<file path="config.mk">
export PLATFORM = sky130hd
export DESIGN_NAME = order_packer
export DESIGN_NICKNAME = d
export VERILOG_FILES = /design/src/rtl/order_packer.sv
export SDC_FILE = /design/constraint.sdc
export NUM_CORES = 1
export LEC_CHECK = 0
export BUFFER_PORTS_ARGS = -buffer_cell sky130_fd_sc_hd__buf_2
export CORE_ASPECT_RATIO = 2
export CORE_MARGIN = 2
export CORE_UTILIZATION = 25
export DETAILED_ROUTE_END_ITERATION = 8
export SLEW_MARGIN = 20
export SYNTH_ARGS = -nofsm -noshare
export SYNTH_HDL_FRONTEND = slang
export SYNTH_SLANG_ARGS = --single-unit
</file>
<file path="constraint.sdc">
create_clock -name clk -period 3.2 [get_ports clk]
set_input_delay 0.16 -clock clk [delete_from_list [all_inputs] [get_ports clk]]
set_output_delay 0.16 -clock clk [all_outputs]
set_load 0.01 [all_outputs]
</file>
<file path="src/rtl/order_packer.sv">
// Packs a stream of host words into one wide accelerator order and pushes it into the order cache.
// Orders with an illegal opcode are dropped and flagged in a sticky error bit.
module order_packer #(
    parameter int DATA_W      = 32,
    parameter int ORDER_W     = 256,
    parameter int NUM_OPCODES = 5,
    parameter int CNT_W       = 16
) (
    input  logic               clk,
    input  logic               srst,
    input  logic               word_valid,
    input  logic [DATA_W-1:0]  word_data,
    output logic               word_ready,
    input  logic               abort,
    input  logic               order_in_ready,
    output logic               push_order_en,
    output logic [ORDER_W-1:0] order_data,
    output logic               busy,
    output logic               err_opcode,
    input  logic               err_clr,
    output logic [CNT_W-1:0]   push_cnt
);

    localparam int WORDS = ORDER_W / DATA_W;
    localparam int WC_W  = (WORDS > 1) ? $clog2(WORDS) : 1;

    typedef enum logic {
        COLLECT = 1'b0,
        PUSH    = 1'b1
    } state_t;

    state_t               state_q, state_d;
    logic [WC_W-1:0]      word_cnt_q, word_cnt_d;
    logic [ORDER_W-1:0]   order_data_q, order_data_d;
    logic                 err_opcode_q, err_opcode_d;
    logic [CNT_W-1:0]     push_cnt_q, push_cnt_d;

    logic                 accept;
    logic                 last_word;
    logic [2:0]           opcode;
    logic                 opcode_ok;
    logic [WORDS-1:0]     lane_wr;

    assign word_ready    = ~srst & ~abort & (state_q == COLLECT);
    assign push_order_en = ~srst & ~abort & (state_q == PUSH) & order_in_ready;
    assign accept        = word_valid & word_ready;
    assign last_word     = (word_cnt_q == WC_W'(WORDS - 1));

    // The opcode lives in word 0; for a one-word order it is still on the input bus.
    assign opcode    = (word_cnt_q == '0) ? word_data[2:0] : order_data_q[2:0];
    assign opcode_ok = (32'(opcode) < NUM_OPCODES);

    generate
        for (genvar gi = 0; gi < WORDS; gi++) begin : g_lane
            assign lane_wr[gi] = accept & (word_cnt_q == WC_W'(gi));
            assign order_data_d[gi*DATA_W +: DATA_W] =
                lane_wr[gi] ? word_data : order_data_q[gi*DATA_W +: DATA_W];
        end
    endgenerate

    always_comb begin
        state_d      = state_q;
        word_cnt_d   = word_cnt_q;
        push_cnt_d   = push_cnt_q;
        err_opcode_d = err_opcode_q & ~err_clr;

        if (abort) begin
            state_d    = COLLECT;
            word_cnt_d = '0;
        end else begin
            case (state_q)
                COLLECT: begin
                    if (accept) begin
                        if (last_word) begin
                            word_cnt_d = '0;
                            if (opcode_ok) begin
                                state_d = PUSH;
                            end else begin
                                err_opcode_d = 1'b1;
                            end
                        end else begin
                            word_cnt_d = word_cnt_q + 1'b1;
                        end
                    end
                end
                PUSH: begin
                    if (push_order_en) begin
                        push_cnt_d = push_cnt_q + 1'b1;
                        word_cnt_d = '0;
                        state_d    = COLLECT;
                    end
                end
                default: begin
                    state_d    = COLLECT;
                    word_cnt_d = '0;
                end
            endcase
        end
    end

    always_ff @(posedge clk) begin
        if (srst) begin
            state_q      <= COLLECT;
            word_cnt_q   <= '0;
            order_data_q <= '0;
            err_opcode_q <= 1'b0;
            push_cnt_q   <= '0;
        end else begin
            state_q      <= state_d;
            word_cnt_q   <= word_cnt_d;
            order_data_q <= order_data_d;
            err_opcode_q <= err_opcode_d;
            push_cnt_q   <= push_cnt_d;
        end
    end

    assign order_data = order_data_q;
    assign err_opcode = err_opcode_q;
    assign push_cnt   = push_cnt_q;
    assign busy       = (state_q != COLLECT) | (word_cnt_q != '0);

endmodule

</file>
# Word-level counts from Yosys, hierarchy flattened
# Cells that the tools add are included.
dict set report word_totals {
  in_bits 38
  wordCells 63
  reg_bits 277
}
dict set report classes {
  reduce_logical 5
  n_eq_ne 9
  muxes 15
  bitwise 19
  addsub 2
  magnitude_cmp 1
}
# op n
set ops {}
lappend ops {{adder 16 x 1 -> 16 bit, second input constant} 1}
lappend ops {{AND 1 bit} 14}
lappend ops {{equality test 3 bit, second input constant} 4}
lappend ops {{2-to-1 mux 3 bit} 4}
lappend ops {{2-to-1 mux 1 bit} 9}
lappend ops {{equality test 3 x 2 -> 1 bit, second input constant} 2}
lappend ops {{one-hot mux 3 bit (2 select lines)} 1}
lappend ops {{inequality test 2 bit, second input constant} 2}
lappend ops {{inverter 1 bit} 4}
lappend ops {{adder 3 x 1 -> 3 bit, second input constant} 1}
lappend ops {{equality test 3 x 1 -> 1 bit, second input constant} 1}
lappend ops {{zero test 3 bit} 1}
lappend ops {{less-than comparator 3 bit, second input constant} 1}
lappend ops {{AND reduction 3 bit} 1}
lappend ops {{nonzero test 3 bit} 1}
lappend ops {{one-hot mux 1 bit (2 select lines)} 1}
lappend ops {{AND reduction 2 bit} 1}
lappend ops {{OR reduction 2 bit} 1}
lappend ops {{bitwise OR 1 bit} 1}

# Depth between registers and ports, before layout
# Gate-level depths: netlist (run 1).
dict set report depth {
  depth_word 8
  mapped_depth 8
}

# Worst setup path before layout (run 1)
# No wires, ideal clock.
dict set report synth_timing {
  kind {reg-to-reg}
  start {reg state_q}
  end {reg order_data_q[72], in the netlist order_data[72]}
  path_stages_with_launch 7
  t_required_ns 3.057
  synth_period_minus_slack_ns 1.541
  slack_ns 1.659
  setup_ns 0.143
  n_path_buf 2
  t_arrival_ns 1.398
  cell_sequence {dfxtp_1 nor4b_4 buf_6 nand3_1 clkbuf_1 nand2_1 a21oi_2}
}
dict set report synth_between {
  elab_chain_len 4
}
# item line_no
set synth_rtl {}
lappend synth_rtl {{start: declaration} 32} ;# state_t state_q, state_d;
lappend synth_rtl {{start signal: assignment} 109} ;# state_q <= state_d;
lappend synth_rtl {{inverter 1 bit} n/a}
lappend synth_rtl {{AND 1 bit} 44} ;# assign word_ready = ~srst & ~abort & (state_q == COLLECT);
lappend synth_rtl {{AND 1 bit} 46} ;# assign accept = word_valid & word_ready;
lappend synth_rtl {{AND 1 bit} 55} ;# assign lane_wr[gi] = accept & (word_cnt_q == WC_W'(gi));
lappend synth_rtl {{end signal: assignment} 111} ;# order_data_q <= order_data_d;
lappend synth_rtl {{end: declaration} 34} ;# logic [ORDER_W-1:0] order_data_q, order_data_d;
# No other way between the ends.
# A chain may end at the register's enable or synchronous reset.

# Worst setup path in the final report (run 1)
dict set report layout_timing {
  start {in srst}
  end {out push_order_en}
}
dict set report layout_between {
  elab_chain_len 4
}
# item line_no
set layout_rtl {}
lappend layout_rtl {{start: declaration} 10} ;# input logic srst,
lappend layout_rtl {{inverter 1 bit} 45} ;# assign push_order_en = ~srst & ~abort & (state_q == PUSH) & order_in_ready;
lappend layout_rtl {{AND 1 bit (3 in a row)} 45}
lappend layout_rtl {{end: declaration} 16} ;# output logic push_order_en,
# No other way between the ends.

==> results.toml, run 1 <==
[run_status]
status = "complete, no violations"

[setup_path]
critPathKind = "in -> out"
reg2reg_to = "order_data[106]"
r2r_cells = 5
path_max_fanout = 63
cp-end-kind = "output pin"
worstPathArrival_ns = 2.25
critical_path_required_ns = 3.04
r2r_slack_ns = 0.86
critPathCapture = "push_order_en"
crit_start = "srst"
critPathLaunchType = "primary input"
r2r_start = "state_q"

[placement]
dp_hpwl_um = 24000
place.gp.congestion = 0.769
post-place-cells = 2026
portBuffers = 313

[die]
dieArea_mm2 = 0.0428
core_area_mm2 = 0.0407
io-pin-count = 314
die_h_um = 291
rows = 105
start_util_pct = 25.2
die_width_um = 147

[grt]
grt_overflow_total = 0
grt_usage_pct = 16.4
grt_pass1_vias = 8902
grt_max_degree = 219
grt_pass1_wl_um = 55100
antenna_found_initial = 0

[clock_tree]
cts_tree = "yes"
postCtsSetupRepairBufs = 0
root_buffer = "clkbuf_16"
numCtsBuffers = 28
clkLatencyLatePin_ns = 0.55
cts_max_level = 1
cts_sinks = 277
cts_buffer_depth = 3
path_clk_slew_ns = 0.06

[cells_and_area]
diodes = 0
nFillCells = 4335
layout.nets = 1603
layout-drive-gt1-share_pct = 27.7
final_common_cell = "nand2_1"
syn2layout_area_growth_pct = 30.4
fin_cells = 2113
layout_common_cells = "nand2_1 (509), buf_2 (312), dfxtp_1 (277), a21oi_1 (232), dlygate4sd3_1 (37)"

[power_and_ir_drop]
combinationalPowerShare_pct = 4.1
ir_drop_v = 0.000420
p_int_mw = 5.54
power_switching_share_pct = 23.0
switchingPower_mw = 1.65
total_power_mw = 7.19
seqPwrFrac_pct = 48.3
clkPwrFrac_pct = 47.6
power.density_mw_per_mm2 = 537
leakage_nw = 5.46

[drt]
drt_iter0_markers = 376
antenna_left = 0
wl_per_cell_um = 17.2
dr_total_vias = 9508
drc = 0
wirelength_um = 36400
first_pass_iters = 4
via_per_inst = 4.50

[sta]
rsz0062_at_grt = "no"
finClkSkew_ns = 0.0162
hold_viol_final = 0
max_freq_mhz = 416
drv_slew = 0
finalSetupViolations = 0
worst_pin_slew_ns = 1.07
finalCritPeriodShare_pct = 75.2
hold_ws_ns = 0.108
fin_setup_tns_ns = 0
period_minus_slack_ns = 2.41
slew_headroom_pct = 28.5

[synthesis]
seq_area_frac_synth_pct = 54.0
ys_types = 34
synthCells = 1278
synthFlopType = "dfxtp_1"
avgSynthCellArea_um2 = 8.03
synth_edf_count = 0
synth_nets = 1323
ys_async_sr_fraction_pct = 0
ys_seq_elements = 277
syn_area_mm2 = 0.0103
yosysWarnings = 0

[job]
cap_viol_max_count = 0

[hold_path]
hold_path.class = "in -> reg"
## per-stage QoR
step	cell area [um2]	setup WS, ns	utilization [%]
after floorplan	10300	1.66	-
after global placement	12100	0.965	29.6
after detailed placement	12100	0.876	29.6
after CTS	13400	0.782	32.9
after global routing	13400	0.634	32.9
final	13400	0.794	32.9
## synthesized netlist by cell type, types with 3 or more instances
library cell	n	share of area, %
nand2_1	509	19
dfxtp_1	277	54
a21oi_1	232	11
clkbuf_1	53	1.9
buf_2	48	2.3
a21oi_2	30	2.6
nor2_1	13	0.48
buf_6	11	1.2
nand2_2	10	0.61
nand3_1	10	0.49
nor3_1	9	0.44
and3_1	8	0.49
inv_1	8	0.29
buf_4	7	0.51
ha_1	7	0.85
xnor2_1	7	0.60
nand4_1	6	0.37
mux2i_1	4	0.39
nand2b_1	4	0.24
o21ai_0	4	0.20
a31o_2	3	0.26
xor2_1	3	0.26
## critical path: stages
cell	delay [ns]
dlygate4sd3_1	0.57
buf_8	0.36
nand4bb_1	0.52
clkinv_1	0.39
buf_2	0.24
## cell type report
class                   instances  area [um2]  share of cell area (%)
well taps                     535         669                    5.00
clock inverters                16         170                    1.27
clock buffers                  34         785                    5.86
repair buffers                371        2120                    15.8
multi-input cells             871        4070                    30.4
flip-flops and latches        277        5550                    41.4
inverters                       9        33.8                   0.252
## layer usage
layer	global-route usage (%)	part of all wire, %	up-vias
met3	4.98	10	54
met4	4.39	2.3	0
met5	0	0	-
met1	21.9	43	4372
li1	-	-	4651
met2	25.9	44	431
## how the worst min path moves through the flow
stage / start / end / slack, ns / depth (start not counted)
finish: word_valid / word_cnt_q[1] / 0.11 / 4
global route: word_valid / word_cnt_q[2] / 0.15 / 4
CTS: word_valid / word_cnt_q[1] / 0.06 / 4
detailed placement: order_data[115] / order_data[115] / 0.44 / 2
global placement: order_data[209] / order_data[209] / 0.44 / 2
floorplan: abort / state_q / 0.24 / 1
## power groups by stage
stage,Clock (mW),Sequential [mW],Combinational [mW]
floorplan,0,3.56,0.151
global placement,0,3.55,0.261
detailed placement,0,3.55,0.260
CTS,3.54,3.47,0.296
global route,3.66,3.47,0.317
finish,3.42,3.47,0.295
## sequential cells by signal, summed over array words and instances (netlist names)
name,count
word_cnt_q,3
state_q,1
order_data,256
push_cnt,16
err_opcode,1
## repair_timing
| item | 4_1_cts | 5_1_grt |
|---|---|---|
| hold endpoints to repair | 274 | 0 |
| resized for setup | 0 | 0 |
| hold buffers | 37 | 0 |
## cell families after synthesis
logic type / Yosys count / synth area share (%)
mux: 4 / 0.390
fa+ha+maj: 7 / 0.853
xor+xnor: 10 / 0.853
flops: 277 / 54.0
compound gates: 271 / 14.5
buf+inv: 130 / 6.56
simple gates: 579 / 22.8
(Power assumes the default switching activity.)
==> inputs of run 2 (changes only) <==
--- a/config.mk
+++ b/config.mk
@@ -5,6 +5,7 @@
 export SDC_FILE = /design/constraint.sdc
 export NUM_CORES = 1
 export LEC_CHECK = 0
+export ABC_AREA = 1
 export BUFFER_PORTS_ARGS = -buffer_cell sky130_fd_sc_hd__buf_2
 export CORE_ASPECT_RATIO = 2
 export CORE_MARGIN = 2
==> constraint.sdc (replaced) <==
create_clock -name clk -period 2.45 [get_ports clk]
set_input_delay 0.1225 -clock clk [delete_from_list [all_inputs] [get_ports clk]]
set_output_delay 0.1225 -clock clk [all_outputs]
set_load 0.01 [all_outputs]
==> run 2 against run 1 <==
Compared with the run above: clock power up 19%; cell count up 2.3%; critical path type is now reg -> reg; first-iteration DRC count up 47%; register-to-register slack worse by 0.53 ns; non-clock buffer count up 2; sequential share of layout area up 0.20 points; critical endpoint is now state_q; wire length up 9.1%; via count up 4.6%; combinational power up 42%; worst setup slack worse by 0.47 ns.
==> results.toml, run 2 <==
[synthesis]
synth_top_area_cell = "dfxtp_1"
synth_top_cell_area_share_pct = 54.7
synth.area.top_cells = "dfxtp_1 (55%), nor2_1 (17%), o21ai_0 (11%)"
synthFlopType = "dfxtp_1"
avgSynthCellArea_um2 = 7.66
ys_async_sr_fraction_pct = 0
yosysWarnings = 0
ys_seq_elements = 277
synthCells = 1324
ys_types = 22
syn_area_mm2 = 0.0101
seq_area_frac_synth_pct = 54.7
synthMostInstantiatedCell = "nor2_1"
yosys-top-cells-count = "nor2_1 (466), dfxtp_1 (277), o21ai_0 (213)"
synth_edf_count = 0
synth_nets = 1369

[sta]
worst_pin_slew_ns = 0.876
finClkSkew_ns = 0.0174
period_minus_slack_ns = 2.12
hold_viol_final = 0
slew_headroom_pct = 41.5
drv_slew = 0
fin_setup_tns_ns = 0
max_freq_mhz = 471
rsz0062_at_grt = "no"
finalCritPeriodShare_pct = 86.6
finalSetupViolations = 0

[die]
dieArea_mm2 = 0.0423
io-pin-count = 314
core_area_mm2 = 0.0401
die_width_um = 146
rows = 104
die_h_um = 289
start_util_pct = 25.3

[cells_and_area]
finalCoreUtilization_pct = 33.2
layout_common_cells = "nor2_1 (466), buf_2 (313), dfxtp_1 (277), o21ai_0 (213), nand2_1 (78)"
largest_register_ffs = 256
final_common_cell = "nor2_1"
syn2layout_area_growth_pct = 31.3
layout-drive-gt1-share_pct = 24.2
seqCellArea_mm2 = 0.00555
multi_input_area_mm2 = 0.00394
nFillCells = 4292
layout.nets = 1657

[clock_tree]
clkLatencyLatePin_ns = 0.56
cts_tree = "yes"
cts_sinks = 277
ctsResizeCount = 0
cts_max_level = 1
cts_buffer_depth = 3
root_buffer = "clkbuf_16"
postCtsSetupRepairBufs = 0
numCtsBuffers = 26
cts_hold_buffers = 38
path_clk_slew_ns = 0.07

[drt]
antenna_left = 0
wl_per_cell_um = 18.4
drc = 0
dr_total_vias = 9947
first_pass_iters = 5
wirelength_um = 39800
via_per_inst = 4.60
drt_iter0_markers = 553

[power_and_ir_drop]
leakage_nw = 6.56
ir_drop_v = 0.000505
power.density_mw_per_mm2 = 679

[setup_path]
cp_slowest_cell = "dlygate4sd3_1"
critPathKind = "reg -> reg"
slowest_delay_ns = 0.56
cp_top_family = "buffers and inverters"
critical_path_required_ns = 2.95
worstPathArrival_ns = 2.63
path_max_fanout = 19
critPathLaunchType = "register"
path_cells = "ha_1 -> ha_1 -> inv_1 -> nor2_4 -> buf_4 -> a21oi_1 -> nor3_1 -> dlygate4sd3_1"
crit_top_cell = "ha_1"
cp-end-kind = "register"
cp_num_buf_inv = 3

[job]
cap_viol_max_count = 0

[grt]
antenna_found_initial = 1
grt_max_degree = 106
grt_pass1_vias = 9565
grt_usage_pct = 18.0
grt_overflow_total = 0
grt_pass1_wl_um = 58400

[placement]
portBuffers = 313
dp_hpwl_um = 26600
place.gp.congestion = 0.815

[hold_path]
hold_path.class = "in -> reg"

[run_status]
status = "complete, no violations"
-- run 2: worst register-to-register path, cell delays in order, from the launching register on --
cell,delay (ns)
dfxtp_1,0.40
ha_1,0.20
ha_1,0.18
inv_1,0.07
nor2_4,0.12
buf_4,0.29
a21oi_1,0.11
nor3_1,0.13
dlygate4sd3_1,0.56
-- run 2: layer usage --
metal	up-vias	track usage [%]	share of wire, %
li1	4790	-	-
met1	4674	19.8	38
met2	387	33.4	51
met3	96	2.72	5.7
met4	0	9.34	5.3
met5	-	0	0
-- run 2: worst paths after layout --
| check | slack (ns) | endpoint | from | cells past startpoint |
|---|---|---|---|---|
| max | 0.33 | state_q | word_cnt_q[1] | 8 |
| min | 0.05 | push_cnt[1] | abort | 5 |
| max reg2reg | 0.33 | state_q | word_cnt_q[1] | 8 |
| min reg2reg | 0.46 | order_data[118] | order_data[118] | 2 |
-- run 2: metrics by stage --
stage	hold WS, ns	instance area (um2)	cells	power (mW)	setup slack (ns)
detailed placement	0.411	12100	2076	5.04	0.487
finish	0.0490	13300	2161	9.05	0.327
global route	0.102	13300	2161	9.37	0.192
CTS	0.0269	13300	2160	9.17	0.346
global placement	0.405	12100	2076	5.04	0.546
floorplan	0.257	10100	1324	4.87	0.987
-- run 2: kinds of logic (layout without fill, tap and decap cells) --
| family | count (synthesis) | count (layout) | share of synthesized area (%) |
|---|---|---|---|
| AO/OA/AOI/OAI | 281 | 281 | 13.9 |
| XOR/XNOR | 2 | 2 | 0.173 |
| adder cells (fa/ha/maj) | 7 | 7 | 0.864 |
| other | 0 | 1 | 0 |
| flip-flops | 277 | 277 | 54.7 |
| AND/OR/NAND/NOR | 605 | 605 | 23.9 |
| buffers and inverters | 152 | 458 | 6.50 |
-- run 2: final cells by class --
type / count / area share (%)
sequential: 277 / 41.6
inverter: 39 / 1.14
timing repair buffer: 373 / 16.3
clock inverter: 12 / 0.827
multi-input combinational: 895 / 29.6
antenna: 1 / 0.0188
clock buffer: 34 / 5.49
tap: 530 / 4.98
-- run 2: power by group --
group | internal [mW] | switching, mW
sequential | 4.54 | 0.0189
combinational | 0.129 | 0.291
clock | 2.23 | 1.85
total | 6.89 | 2.16
==> inputs of run 3 (changes only) <==
--- a/config.mk
+++ b/config.mk
@@ -11,6 +11,7 @@
 export CORE_MARGIN = 2
 export CORE_UTILIZATION = 25
 export DETAILED_ROUTE_END_ITERATION = 8
+export PLACE_DENSITY_LB_ADDON = 0.3
 export SLEW_MARGIN = 20
 export SYNTH_ARGS = -nofsm -noshare
 export SYNTH_HDL_FRONTEND = slang
==> run 3 against run 2 <==
Compared with the run above: total power is 3.0% higher; sequential power hardly changed; global-route usage is 0.054 points lower; clock power is 6.6% higher; clock skew is 0.0016 ns lower; maximum frequency is 4.1% lower; critical path type is now in -> reg; register-to-register slack worse by 0.09 ns; first-iteration DRC count is 22% lower.
==> results.toml, run 3 (synthesized netlist as in run 2, its figures left out) <==
[run_status]
status = "complete, no violations"

[setup_path]
path_cells = "dlygate4sd3_1 -> buf_2 -> nor2_4 -> nand3_4 -> nor2_4 -> buf_6 -> nand3_1 -> a21oi_1 -> dlygate4sd3_1"
cp-end-kind = "register"
critical_path_required_ns = 2.96
cp_num_buf_inv = 4
cp_slowest_cell = "dlygate4sd3_1"
slowest_delay_ns = 0.56
critPathLaunchType = "primary input"
cp_top_family = "buffers and inverters"
worstPathArrival_ns = 2.72
critPathKind = "in -> reg"
path_max_fanout = 35

[sta]
max_freq_mhz = 452
slew_headroom_pct = 52.9
finalSetupViolations = 0
fin_setup_tns_ns = 0
finClkSkew_ns = 0.0158
hold_viol_final = 0
period_minus_slack_ns = 2.21
drv_slew = 0
finalCritPeriodShare_pct = 90.3
rsz0062_at_grt = "no"
worst_pin_slew_ns = 0.705

[cells_and_area]
largest_register_ffs = 256
syn2layout_area_growth_pct = 32.2
final_common_cell = "nor2_1"
fin_cells = 2165
layout.nets = 1661
finalCoreUtilization_pct = 33.5
layout-drive-gt1-share_pct = 24.4
diodes = 0
layout_common_cells = "nor2_1 (466), buf_2 (313), dfxtp_1 (277), o21ai_0 (213), nand2_1 (78)"

[placement]
portBuffers = 313
post-place-cells = 2080
dp_hpwl_um = 26800
place.gp.congestion = 0.791

[clock_tree]
cts_tree = "yes"
cts_buffer_depth = 3
path_clk_slew_ns = 0.07
cts_sinks = 277
root_buffer = "clkbuf_16"
clkLatencyLatePin_ns = 0.55
numCtsBuffers = 27
cts_max_level = 1

[drt]
antenna_left = 0
via_per_inst = 4.52
wirelength_um = 39500
first_pass_iters = 5
drt_iter0_markers = 430
dr_total_vias = 9783
wl_per_cell_um = 18.3
drc = 0

[grt]
grt_pass1_vias = 9391
antenna_found_initial = 0
grt_usage_pct = 18.0
grt_max_degree = 92
grt_pass1_wl_um = 58400
grt_overflow_total = 0

[die]
start_util_pct = 25.3
die_width_um = 146
core_area_mm2 = 0.0401
dieArea_mm2 = 0.0423
io-pin-count = 314
rows = 104
die_h_um = 289

[power_and_ir_drop]
leakage_nw = 6.61
ir_drop_v = 0.000465
power.density_mw_per_mm2 = 695

[hold_path]
hold_path.class = "in -> reg"

[job]
cap_viol_max_count = 0
run 3: final timing paths:
check | start | end | slack (ns) | cells after the start
setup / recovery | srst | err_opcode | 0.24 | 9
hold / removal | order_in_ready | push_cnt[1] | 0.09 | 6
setup reg to reg | word_cnt_q[0] | err_opcode | 0.24 | 8
hold reg to reg | order_data[123] | order_data[123] | 0.46 | 2
run 3: power breakdown:
part / internal [mW] / leakage [nW] / switching, mW
Clock: 2.50 / 0.449 / 1.84
Combinational: 0.128 / 3.93 / 0.295
Sequential: 4.54 / 2.23 / 0.0187
run 3: layout make-up:
type,instances,area (um2)
Clock inverter,12,149
Timing Repair Buffer,376,2200
Inverter,39,151
Tap cell,530,663
Sequential cell,277,5550
Fill cell,4316,26700
Multi-Input combinational cell,895,3940
Clock buffer,36,759
run 3: per-stage QoR:
stage / setup slack, ns / hold slack [ns] / instance area, um2 / total power [mW]
finish: 0.236 / 0.0943 / 13400 / 9.32
global route: 0.0888 / 0.158 / 13400 / 9.64
CTS: 0.0847 / 0.0753 / 13400 / 9.46
detailed placement: 0.424 / 0.399 / 12100 / 5.04
global placement: 0.472 / 0.390 / 12100 / 5.04
floorplan: 0.987 / 0.257 / 10100 / 4.87
run 3: timing repair:
action,CTS,global route
endpoints found under the hold margin,255,0
buffers inserted,0,0
resized for setup,0,1
hold buffers,37,0
setup endpoints to repair,0,2
run 3: worst min-delay path, cell delays in order:
cell,delay [ns]
buf_2,0.10
nand2_1,0.05
inv_1,0.07
nand2_2,0.13
nand3_1,0.10
nand2_1,0.05
run 3: metal layers:
metal / GRT usage [%] / up-vias / wire, um
met5: 0 / - / 0
met1: 19.5 / 4548 / 15000
met2: 34.4 / 331 / 20900
met4: 7.50 / 0 / 1710
li1: - / 4815 / -
met3: 2.88 / 89 / 1920
